==> config.mk <==
export PLATFORM = sky130hd
export DESIGN_NAME = ct_had_ddc_ctrl_flat
export DESIGN_NICKNAME = d
export VERILOG_FILES = /design/src/rtl/ct_had_ddc_ctrl_pkg.sv /design/src/rtl/ct_had_ddc_ctrl_if.sv /design/src/rtl/ct_had_ddc_wdog.sv /design/src/rtl/ct_had_ddc_ctrl.sv /design/src/flat_wrapper.sv
export SDC_FILE = /design/constraint.sdc
export NUM_CORES = 1
export LEC_CHECK = 0
export BUFFER_PORTS_ARGS = -buffer_cell sky130_fd_sc_hd__buf_2
export CORE_ASPECT_RATIO = 1.25
export CORE_UTILIZATION = 45
export DETAILED_ROUTE_END_ITERATION = 8
export HOLD_SLACK_MARGIN = 0.12
export MAX_ROUTING_LAYER = met4
export PLACE_DENSITY_LB_ADDON = 0.3
export SYNTH_ARGS = -nofsm -noshare
export SYNTH_HDL_FRONTEND = slang
export SYNTH_SLANG_ARGS = --single-unit
export TNS_END_PERCENT = 100
==> constraint.sdc <==
create_clock -name cpuclk -period 1.8 [get_ports cpuclk]
set_input_delay 0.36 -clock cpuclk [delete_from_list [all_inputs] [get_ports cpuclk]]
set_output_delay 0.36 -clock cpuclk [all_outputs]
set_load 0.05 [all_outputs]
==> src/rtl/ct_had_ddc_ctrl_pkg.sv <==
// HAD direct-download sequencer: shared types and defaults.
// State encoding and watchdog width used by the DDC control slice.
package ct_had_ddc_ctrl_pkg;

    localparam int DDC_TO_W = 10;

    typedef enum logic [2:0] {
        ST_IDLE  = 3'd0,
        ST_AREQ  = 3'd1,
        ST_AWAIT = 3'd2,
        ST_DREQ  = 3'd3,
        ST_DWAIT = 3'd4,
        ST_SREQ  = 3'd5,
        ST_SWAIT = 3'd6,
        ST_AINC  = 3'd7
    } ddc_state_e;

    function automatic logic ddc_is_req(input ddc_state_e s);
        return (s == ST_AREQ) || (s == ST_DREQ) || (s == ST_SREQ);
    endfunction

    function automatic logic ddc_is_wait(input ddc_state_e s);
        return (s == ST_AWAIT) || (s == ST_DWAIT) || (s == ST_SWAIT);
    endfunction

endpackage

==> src/rtl/ct_had_ddc_ctrl_if.sv <==
// HAD DDC control bundle: JTAG strobes, inject handshake, RTU status,
// datapath selects and register-file status.
interface ct_had_ddc_ctrl_if;

    logic regs_ddc_en;
    logic x_sm_xx_update_dr_en;
    logic ir_xx_ddata_reg_sel;
    logic ir_xx_daddr_reg_sel;
    logic ctrl_ddc_exec_rdy;
    logic rtu_had_inst_cmplt;
    logic rtu_had_inst_expt;
    logic ddc_ctrl_exec_req;
    logic ddc_ctrl_dp_addr_sel;
    logic ddc_ctrl_dp_data_sel;
    logic ddc_ctrl_dp_addr_gen;
    logic ddc_regs_busy;
    logic ddc_regs_err;
    logic ddc_regs_overrun;

    modport master (
        input  regs_ddc_en,
        input  x_sm_xx_update_dr_en,
        input  ir_xx_ddata_reg_sel,
        input  ir_xx_daddr_reg_sel,
        input  ctrl_ddc_exec_rdy,
        input  rtu_had_inst_cmplt,
        input  rtu_had_inst_expt,
        output ddc_ctrl_exec_req,
        output ddc_ctrl_dp_addr_sel,
        output ddc_ctrl_dp_data_sel,
        output ddc_ctrl_dp_addr_gen,
        output ddc_regs_busy,
        output ddc_regs_err,
        output ddc_regs_overrun
    );

    modport slave (
        output regs_ddc_en,
        output x_sm_xx_update_dr_en,
        output ir_xx_ddata_reg_sel,
        output ir_xx_daddr_reg_sel,
        output ctrl_ddc_exec_rdy,
        output rtu_had_inst_cmplt,
        output rtu_had_inst_expt,
        input  ddc_ctrl_exec_req,
        input  ddc_ctrl_dp_addr_sel,
        input  ddc_ctrl_dp_data_sel,
        input  ddc_ctrl_dp_addr_gen,
        input  ddc_regs_busy,
        input  ddc_regs_err,
        input  ddc_regs_overrun
    );

endinterface

==> src/rtl/ct_had_ddc_wdog.sv <==
// Per-instruction completion watchdog for the DDC sequencer.
// Saturating counter; expire holds while the count is at its maximum.
module ct_had_ddc_wdog #(
    parameter int TO_W = 10
) (
    input  logic cpuclk,
    input  logic cpurst,
    input  logic clr,
    input  logic cnt,
    output logic expire
);

    logic [TO_W-1:0] count;

    assign expire = &count;

    // count wait cycles, restart on each new issue, stick at the top
    always_ff @(posedge cpuclk or posedge cpurst) begin
        if (cpurst) begin
            count <= '0;
        end else if (clr) begin
            count <= '0;
        end else if (cnt && !expire) begin
            count <= count + 1'b1;
        end
    end

endmodule

==> src/rtl/ct_had_ddc_ctrl.sv <==
// HAD direct-download sequencer: mv x1, mv x2, sd x2,0(x1), DADDR += 8.
// Owns the FSM, the address-valid shortcut and the sticky status flags.
module ct_had_ddc_ctrl
    import ct_had_ddc_ctrl_pkg::*;
#(
    parameter int TO_W = DDC_TO_W
) (
    input  logic               cpuclk,
    input  logic               cpurst,
    ct_had_ddc_ctrl_if.master  ddc
);

    ddc_state_e state;
    ddc_state_e state_nxt;
    logic       addr_vld;
    logic       err;
    logic       ovr;
    logic       busy;
    logic       trig;
    logic       aw;
    logic       in_wait;
    logic       xfer;
    logic       done;
    logic       fail;
    logic       expire;

    assign trig    = ddc.x_sm_xx_update_dr_en & ddc.ir_xx_ddata_reg_sel;
    assign aw      = ddc.x_sm_xx_update_dr_en & ddc.ir_xx_daddr_reg_sel;
    assign busy    = (state != ST_IDLE);
    assign in_wait = ddc_is_wait(state);
    assign xfer    = ddc_is_req(state) & ddc.ctrl_ddc_exec_rdy;
    assign done    = in_wait & ddc.rtu_had_inst_cmplt & ~ddc.rtu_had_inst_expt;
    assign fail    = in_wait & ((ddc.rtu_had_inst_cmplt & ddc.rtu_had_inst_expt)
                              | (~ddc.rtu_had_inst_cmplt & expire));

    ct_had_ddc_wdog #(
        .TO_W   (TO_W)
    ) u_wdog (
        .cpuclk (cpuclk),
        .cpurst (cpurst),
        .clr    (xfer),
        .cnt    (in_wait),
        .expire (expire)
    );

    // state register
    always_ff @(posedge cpuclk or posedge cpurst) begin
        if (cpurst) begin
            state <= ST_IDLE;
        end else begin
            state <= state_nxt;
        end
    end

    // next state: start on trig, step on retire, abort on error
    always_comb begin
        state_nxt = state;
        unique case (state)
            ST_IDLE: begin
                if (trig && !aw && ddc.regs_ddc_en) begin
                    state_nxt = addr_vld ? ST_DREQ : ST_AREQ;
                end
            end
            ST_AREQ:  if (ddc.ctrl_ddc_exec_rdy) state_nxt = ST_AWAIT;
            ST_DREQ:  if (ddc.ctrl_ddc_exec_rdy) state_nxt = ST_DWAIT;
            ST_SREQ:  if (ddc.ctrl_ddc_exec_rdy) state_nxt = ST_SWAIT;
            ST_AWAIT: begin
                if (done)      state_nxt = ST_DREQ;
                else if (fail) state_nxt = ST_IDLE;
            end
            ST_DWAIT: begin
                if (done)      state_nxt = ST_SREQ;
                else if (fail) state_nxt = ST_IDLE;
            end
            ST_SWAIT: begin
                if (done)      state_nxt = ST_AINC;
                else if (fail) state_nxt = ST_IDLE;
            end
            ST_AINC:  state_nxt = ST_IDLE;
            default:  state_nxt = ST_IDLE;
        endcase
    end

    // address-valid shortcut and sticky err/overrun flags
    always_ff @(posedge cpuclk or posedge cpurst) begin
        if (cpurst) begin
            addr_vld <= 1'b0;
            err      <= 1'b0;
            ovr      <= 1'b0;
        end else begin
            if (busy) begin
                if (trig || aw) ovr <= 1'b1;
            end else if (aw) begin
                err <= 1'b0;
                ovr <= 1'b0;
            end
            if (fail) err <= 1'b1;
            if (!busy && (aw || !ddc.regs_ddc_en)) begin
                addr_vld <= 1'b0;
            end else if (fail) begin
                addr_vld <= 1'b0;
            end else if (state == ST_AWAIT && done) begin
                addr_vld <= 1'b1;
            end
        end
    end

    assign ddc.ddc_ctrl_exec_req    = ddc_is_req(state);
    assign ddc.ddc_ctrl_dp_addr_sel = (state == ST_AREQ) | (state == ST_AWAIT);
    assign ddc.ddc_ctrl_dp_data_sel = (state == ST_DREQ) | (state == ST_DWAIT);
    assign ddc.ddc_ctrl_dp_addr_gen = (state == ST_AINC);
    assign ddc.ddc_regs_busy        = busy;
    assign ddc.ddc_regs_err         = err;
    assign ddc.ddc_regs_overrun     = ovr;

endmodule

==> src/flat_wrapper.sv <==
// flat-port wrapper written by rule: the top's interface ports become plain ports
module ct_had_ddc_ctrl_flat import ct_had_ddc_ctrl_pkg::*;
#(
    parameter int TO_W = DDC_TO_W
)
  (cpuclk, cpurst, ddc_regs_ddc_en, ddc_x_sm_xx_update_dr_en, ddc_ir_xx_ddata_reg_sel, ddc_ir_xx_daddr_reg_sel, ddc_ctrl_ddc_exec_rdy, ddc_rtu_had_inst_cmplt, ddc_rtu_had_inst_expt, ddc_ddc_ctrl_exec_req, ddc_ddc_ctrl_dp_addr_sel, ddc_ddc_ctrl_dp_data_sel, ddc_ddc_ctrl_dp_addr_gen, ddc_ddc_regs_busy, ddc_ddc_regs_err, ddc_ddc_regs_overrun);
  ct_had_ddc_ctrl_if ddc_i ();
  input  logic cpuclk;
  input  logic cpurst;
  input wire logic [$bits(ddc_i.regs_ddc_en)-1:0] ddc_regs_ddc_en;
  input wire logic [$bits(ddc_i.x_sm_xx_update_dr_en)-1:0] ddc_x_sm_xx_update_dr_en;
  input wire logic [$bits(ddc_i.ir_xx_ddata_reg_sel)-1:0] ddc_ir_xx_ddata_reg_sel;
  input wire logic [$bits(ddc_i.ir_xx_daddr_reg_sel)-1:0] ddc_ir_xx_daddr_reg_sel;
  input wire logic [$bits(ddc_i.ctrl_ddc_exec_rdy)-1:0] ddc_ctrl_ddc_exec_rdy;
  input wire logic [$bits(ddc_i.rtu_had_inst_cmplt)-1:0] ddc_rtu_had_inst_cmplt;
  input wire logic [$bits(ddc_i.rtu_had_inst_expt)-1:0] ddc_rtu_had_inst_expt;
  output wire logic [$bits(ddc_i.ddc_ctrl_exec_req)-1:0] ddc_ddc_ctrl_exec_req;
  output wire logic [$bits(ddc_i.ddc_ctrl_dp_addr_sel)-1:0] ddc_ddc_ctrl_dp_addr_sel;
  output wire logic [$bits(ddc_i.ddc_ctrl_dp_data_sel)-1:0] ddc_ddc_ctrl_dp_data_sel;
  output wire logic [$bits(ddc_i.ddc_ctrl_dp_addr_gen)-1:0] ddc_ddc_ctrl_dp_addr_gen;
  output wire logic [$bits(ddc_i.ddc_regs_busy)-1:0] ddc_ddc_regs_busy;
  output wire logic [$bits(ddc_i.ddc_regs_err)-1:0] ddc_ddc_regs_err;
  output wire logic [$bits(ddc_i.ddc_regs_overrun)-1:0] ddc_ddc_regs_overrun;
  assign ddc_i.regs_ddc_en = ddc_regs_ddc_en;
  assign ddc_i.x_sm_xx_update_dr_en = ddc_x_sm_xx_update_dr_en;
  assign ddc_i.ir_xx_ddata_reg_sel = ddc_ir_xx_ddata_reg_sel;
  assign ddc_i.ir_xx_daddr_reg_sel = ddc_ir_xx_daddr_reg_sel;
  assign ddc_i.ctrl_ddc_exec_rdy = ddc_ctrl_ddc_exec_rdy;
  assign ddc_i.rtu_had_inst_cmplt = ddc_rtu_had_inst_cmplt;
  assign ddc_i.rtu_had_inst_expt = ddc_rtu_had_inst_expt;
  assign ddc_ddc_ctrl_exec_req = ddc_i.ddc_ctrl_exec_req;
  assign ddc_ddc_ctrl_dp_addr_sel = ddc_i.ddc_ctrl_dp_addr_sel;
  assign ddc_ddc_ctrl_dp_data_sel = ddc_i.ddc_ctrl_dp_data_sel;
  assign ddc_ddc_ctrl_dp_addr_gen = ddc_i.ddc_ctrl_dp_addr_gen;
  assign ddc_ddc_regs_busy = ddc_i.ddc_regs_busy;
  assign ddc_ddc_regs_err = ddc_i.ddc_regs_err;
  assign ddc_ddc_regs_overrun = ddc_i.ddc_regs_overrun;
  ct_had_ddc_ctrl #(.TO_W(TO_W)) u_core (.cpuclk(cpuclk), .cpurst(cpurst), .ddc(ddc_i));
endmodule
==> impl_metrics.csv, run 1 <==
group,metric,value,unit
pwr,p_per_area,1710,nW/um^2
die,die_h,53.4,microns
worst_setup_path,critPathArrivalTime,1.38,ns
yosys,mappedNetlistArea,950,sq um
detailed_routing,drc_errors,0,
grt,antenna_found_initial,0,
job,cap_violations,0,
grt,grt_pass1_wl,3.45,mm
sta,setup_tns,0,ns
clock_network,cts_tree,"done",
yosys,synthDistinctLibCells,41,
layout,nets,133,
detailed_routing,vias,875,
worst_setup_path,critPathLaunchType,"register",
pwr,net-switching-power,959,uW
worst_setup_path,path_delay_family,"flip-flops",
die,die_x,43.1,microns
grt,grtUsageMet1,22.5,%
placement,place_hpwl,1.56,mm
placement,gp_congestion,0.852,
grt,met2_usage,36.8,%
clock_network,cts_setup_buffers,0,
detailed_routing,ant_nets,0,
sta,worst_slew_pin_slew,0.617,ns
yosys,synth_area_leader_cell,"dfrtp_1",
worst_setup_path,critPathBufInv,1,
die,coreArea,1980,sq um
yosys,synthesis.instances,103,
placement,place_area,1060,sq um
yosys,seq_area_frac_synth,42.2,%
grt,grt_max_degree,17,
run_status,status,"finished, final reports clean",
worst_setup_path,slowest_stage,"dfrtp_2",
pwr,ir_drop,1.22,mV
grt,overflow,0,
layout,diodes,0,
layout,drive_above_1_share,30.3,%
placement,portBuffers,15,
detailed_routing,wl_per_cell,14.5,microns
yosys,synth.top_cells.by_area,"dfrtp_1, nand2_1, mux2i_1",
die,ios,16,
sta,final.min_clock_period,1.74,ns
layout,final_cells,142,
sta,min_period_over_period,96.8,%
die,row_count,18,
pwr,finalPower,1.90,mW
grt,grt_use_met3,3.07,%
yosys,synth_edf_count,0,
pwr,leakage,0.487,nW
detailed_routing,drtPass1Iterations,4,
grt,grt_pass1_vias,844,
clock_network,clock-root-buffer,"clkbuf_4",
sta,rsz0062_at_grt,"yes",
placement,pre_cts_ws,0.152,ns
min_path,hold_class,"in -> async",
worst_setup_path,cp-end-kind,"primary output",
sta,slew_violations,0,
sta,setup_viol,0,
detailed_routing,via_per_inst,6.16,
clock_network,cts_made_buffers,3,
yosys,ys_ff_latch,16,
pwr,combPwrFrac,52.3,%
worst_setup_path,crit_path_max_incr_delay,0.51,ns
placement,dp_cells,138,
pwr,cellInternalPower,945,uW
clock_network,cts_sinks,16,
worst_setup_path,cp_max_fo,13,
layout,areaGrowthSynthToFinish,17.4,%
worst_setup_path,critPathKind,"reg -> out",
die,die_area,2300,sq um
clock_network,cts_hold_buf,0,
sta,max_freq,0.574,GHz
yosys,syn-num-nets,113,
clock_network,path_clk_slew,0.10,ns
yosys,yosysWarningCount,0,
clock_network,clock_latency,0.29,ns
sta,finalWorstSetupSlack,0.0571,ns
yosys,syn_avg_cell_area,9.22,sq um
detailed_routing,wl,2.06,mm
layout,stdcell_area,1110,sq um
detailed_routing,drt_iter0_drc,15,
yosys,yosysTopAreaCellShare,42.2,%
worst_setup_path,worstPathCellList,"and2b_2 > a21o_1 > buf_4",
sta,max-slew-margin-rel,58.9,%
pwr,clock_power_share,12.8,%
layout,final_util,56.3,%
grt,grt_busiest_layer,"met2",
grt,grt_usage,20.3,%
pwr,netSwitchingFraction,50.4,%
pwr,seq_power_share,34.9,%
yosys,synth_ff_type,"dfrtp_1",
sta,timing.hold.ws,0.128,ns
sta,finalHoldViolations,0,
sta,clock_skew,0.00434,ns
die,start_util,47.9,%
worst_setup_path,cp.required,1.44,ns
clock_network,cts_max_level,1,
clock_network,cts_max_path_buffers,2,
yosys,async_flop_share,100,%
-- cells in the mapped netlist, types with 3 or more instances --
cell type	count
dfrtp_1	16
mux2i_1	4
o21ai_0	5
nor3_1	3
a31oi_1	4
nor2_1	10
inv_1	5
nand2_1	14
a21oi_1	4
-- registers in the layout (all words and copies together) (netlist names) --
signal,count
u_core.u_wdog.count,10
u_core.ddc.ddc_regs_err,1
u_core.addr_vld,1
u_core.ddc.ddc_regs_overrun,1
u_core.state,3
-- power groups by stage --
stage               logic (mW)  registers (mW)  clock network [mW]
global placement         0.957           0.640                   0
detailed placement       0.978           0.649                   0
global route              1.08           0.689               0.269
floorplan                0.758           0.640                   0
finish                   0.997           0.664               0.243
CTS                      0.981           0.650               0.251
-- cell families after synthesis --
kind of cell / Yosys count / share of synthesized area (%)
AND/OR/NAND/NOR: 47 / 27.5
AO/OA/AOI/OAI: 26 / 20.0
flip-flops: 16 / 42.2
buffers and inverters: 7 / 2.90
multiplexers: 4 / 4.22
XOR/XNOR: 2 / 1.84
adder cells (fa/ha/maj): 1 / 1.32
-- cells in the final DEF, fill, tap and decap left out, types with 3 or more instances in the layout --
cell type | synthesis | final
nor3_2 | 1 | 3
dfrtp_2 | 0 | 3
mux2i_1 | 4 | 4
nor2_1 | 10 | 10
buf_2 | 1 | 13
o21ai_0 | 5 | 5
a21oi_1 | 4 | 4
dfrtp_1 | 16 | 13
a31oi_1 | 4 | 4
buf_4 | 0 | 3
nand2_1 | 14 | 14
inv_1 | 5 | 4
clkbuf_4 | 0 | 4
-- cell type report --
class,instances,area [sq um]
Timing Repair Buffer,17,95.1
Sequential cell,16,404
Inverter,5,18.8
Multi-Input combinational cell,80,536
Fill cell,178,867
Tap cell,20,25.0
Clock buffer,4,36.3
-- path summary, 6_finish.rpt --
check                                                  from                          end  slack, ns  cells after the start
max in group asynchronous                            cpurst              u_core.state[2]       1.24                      2
min in group cpuclk                ddc_x_sm_xx_update_dr_en  u_core.ddc.ddc_regs_overrun       0.35                      3
worst max-delay path                        u_core.state[0]     ddc_ddc_ctrl_dp_data_sel       0.06                      3
worst max register to register              u_core.state[0]       u_core.u_wdog.count[9]       0.20                      4
worst min-delay path                                 cpurst              u_core.addr_vld       0.13                      2
worst min register to register  u_core.ddc.ddc_regs_overrun  u_core.ddc.ddc_regs_overrun       0.50                      2
-- layer usage --
layer  up-vias  share of wire, %
met5         -                 0
met4         0              0.58
met3         4               3.9
met2        24                54
met1       424                41
li1        423                 -
-- timing repair --
action	4_1_cts	5_1_grt
setup endpoints to repair	3	3
resized for setup	3	6
gates cloned	0	0
Note: power is estimated with default switching activity, not from simulation.
==> run 2: changes to the inputs <==
--- a/config.mk
+++ b/config.mk
@@ -5,7 +5,7 @@
 export SDC_FILE = /design/constraint.sdc
 export NUM_CORES = 1
 export LEC_CHECK = 0
-export BUFFER_PORTS_ARGS = -buffer_cell sky130_fd_sc_hd__buf_2
+export BUFFER_PORTS_ARGS = -buffer_cell sky130_fd_sc_hd__buf_4
 export CORE_ASPECT_RATIO = 1.25
 export CORE_UTILIZATION = 45
 export DETAILED_ROUTE_END_ITERATION = 8
==> constraint.sdc (replaced) <==
create_clock -name cpuclk -period 1.9 [get_ports cpuclk]
set_input_delay 0.38 -clock cpuclk [delete_from_list [all_inputs] [get_ports cpuclk]]
set_output_delay 0.38 -clock cpuclk [all_outputs]
set_load 0.05 [all_outputs]
==> run 2 against run 1 <==
Register-to-register slack improved by 0.03 ns. Worst setup slack improved by 0.051 ns. Clock-buffer cell count unchanged. Critical path depth did not move. Clock power is 4% lower. Cell count up 0.70%. Global-route usage is 0.23 points higher. Clock skew decreased by 0.0011 ns. Power down 3.0%. Core utilization rose by 1.4 points. Largest cell class unchanged. Highest routed layer unchanged.
==> impl_metrics.csv, run 2 (same netlist as run 1, synthesis figures left out) <==
group,metric,value,unit
worst_setup_path,crit_path_max_incr_delay,0.51,ns
clock_network,cts_max_path_buffers,2,
worst_setup_path,critPathLaunchType,"register",
sta,setup_tns,0,ns
layout,final_cell_mix,"buf_4, dfrtp_1, nand2_1",
clock_network,post_cts_resized,0,
detailed_routing,wl,2.11,mm
layout,final_common_cell,"buf_4",
min_path,hold_class,"in -> async",
layout,largest_reg_flops,10,
placement,place_area,1100,sq um
sta,max-slew-margin-rel,58.1,%
layout,nets,134,
detailed_routing,ant_nets,0,
grt,grt_usage,20.5,%
clock_network,cts_sinks,16,
clock_network,cts_max_level,1,
layout,stdcell_area,1140,sq um
clock_network,cts_made_buffers,3,
layout,final_cells,143,
die,row_count,18,
die,ios,16,
placement,gp_congestion,0.749,
die,die_h,53.4,microns
clock_network,cts_hold_buf,0,
pwr,leakage,0.504,nW
sta,final.min_clock_period,1.79,ns
run_status,status,"finished, final reports clean",
clock_network,path_clk_slew,0.10,ns
clock_network,cts_tree,"done",
die,coreArea,1980,sq um
placement,portBuffers,15,
pwr,combPwrFrac,55.5,%
grt,overflow,0,
detailed_routing,via_per_inst,6.05,
layout,final_util,57.6,%
sta,max_freq,0.558,GHz
sta,timing.hold.ws,0.158,ns
clock_network,clock_latency,0.29,ns
layout,drive_above_1_share,26.8,%
sta,setup_viol,0,
pwr,netSwitchingFraction,49.2,%
layout,areaGrowthSynthToFinish,20.3,%
sta,worst_slew_pin_slew,0.628,ns
detailed_routing,wl_per_cell,14.7,microns
worst_setup_path,slowest_stage,"dfrtp_1",
sta,finalHoldViolations,0,
worst_setup_path,critPathKind,"reg -> out",
sta,rsz0062_at_grt,"no",
job,cap_violations,0,
placement,dp_cells,139,
placement,place_hpwl,1.58,mm
worst_setup_path,critPathArrivalTime,1.41,ns
sta,slew_violations,0,
detailed_routing,vias,865,
grt,grt_pass1_vias,795,
pwr,p_per_area,1620,nW/um^2
grt,antenna_found_initial,0,
grt,grt_max_degree,17,
clock_network,clock-root-buffer,"clkbuf_4",
die,die_x,43.1,microns
pwr,net-switching-power,909,uW
worst_setup_path,cp_max_fo,13,
grt,grt_pass1_wl,3.42,mm
layout,reg_top3,"u_core.u_wdog.count (10), u_core.state (3)",
clock_network,cts_setup_buffers,0,
worst_setup_path,cp-end-kind,"primary output",
die,die_area,2300,sq um
pwr,cellInternalPower,938,uW
pwr,ir_drop,1.17,mV
worst_setup_path,cp.required,1.52,ns
detailed_routing,drt_iter0_drc,19,
sta,min_period_over_period,94.3,%
detailed_routing,drc_errors,0,
layout,fillCellCount,187,
layout,regMostFlops,"u_core.u_wdog.count",
detailed_routing,drtPass1Iterations,5,
sta,clock_skew,0.00325,ns
layout,diodes,0,
worst_setup_path,critPathBufInv,1,
pwr,seq_power_share,31.8,%
worst_setup_path,path_delay_family,"flip-flops",
die,start_util,47.9,%
worst_setup_path,worstPathCellList,"and2b_2 > a21o_1 > buf_4",
pwr,clock_power_share,12.7,%
==> run 2: cell count changes in the layout (fill, tap and decap cells not counted), sizes merged <==
cell	change
buf	+2
clkbuf	-1
==> run 2: layout make-up <==
| type | count | area [sq um] | area share (%) |
|---|---|---|---|
| Tap cell | 20 | 25.0 | 2.19 |
| Clock buffer | 4 | 36.3 | 3.18 |
| Inverter | 5 | 18.8 | 1.64 |
| Sequential cell | 16 | 402 | 35.2 |
| Multi-Input combinational cell | 80 | 526 | 46.0 |
| Timing Repair Buffer | 18 | 135 | 11.8 |
==> run 2: worst register-to-register path: cells and delay by family, from the launching register on <==
kind,cells,cell delay [ns]
DFF,1,0.51
AOI/OAI and AO/OA,3,0.77
and+or+nand+nor,1,0.27
==> run 2: per-stage QoR <==
stage	worst slack [ns]	power (mW)
CTS	0.0798	1.85
detailed placement	0.246	1.61
global placement	0.321	1.59
global route	0.0411	1.97
finish	0.108	1.85
floorplan	0.166	1.32
==> run 2: worst paths after layout <==
kind,slack [ns],end,depth (start not counted),from
worst max-delay path,0.11,ddc_ddc_ctrl_dp_data_sel,3,u_core.state[0]
worst min-delay path,0.16,u_core.ddc.ddc_regs_err,2,cpurst
worst max register to register,0.23,u_core.u_wdog.count[9],4,u_core.state[0]
worst min register to register,0.50,u_core.ddc.ddc_regs_overrun,2,u_core.ddc.ddc_regs_overrun
max in group asynchronous,1.30,u_core.state[2],2,cpurst
min in group cpuclk,0.38,u_core.ddc.ddc_regs_overrun,3,ddc_x_sm_xx_update_dr_en
==> run 2: power by group through the flow <==
stage	logic (mW)	registers, mW	clock network [mW]
after global placement	1.01	0.584	0
after detailed placement	1.02	0.588	0
after floorplan	0.718	0.606	0
after CTS	1.03	0.583	0.235
final	1.02	0.588	0.234
after global routing	1.12	0.599	0.255
==> run 2: metal layers <==
metal,GRT usage (%),vias to the layer above,share of wire [%]
li1,-,418,-
met1,23.4,417,42
met2,36.3,26,54
met3,3.07,4,3.2
met4,7.58,0,1.2
met5,-,-,0
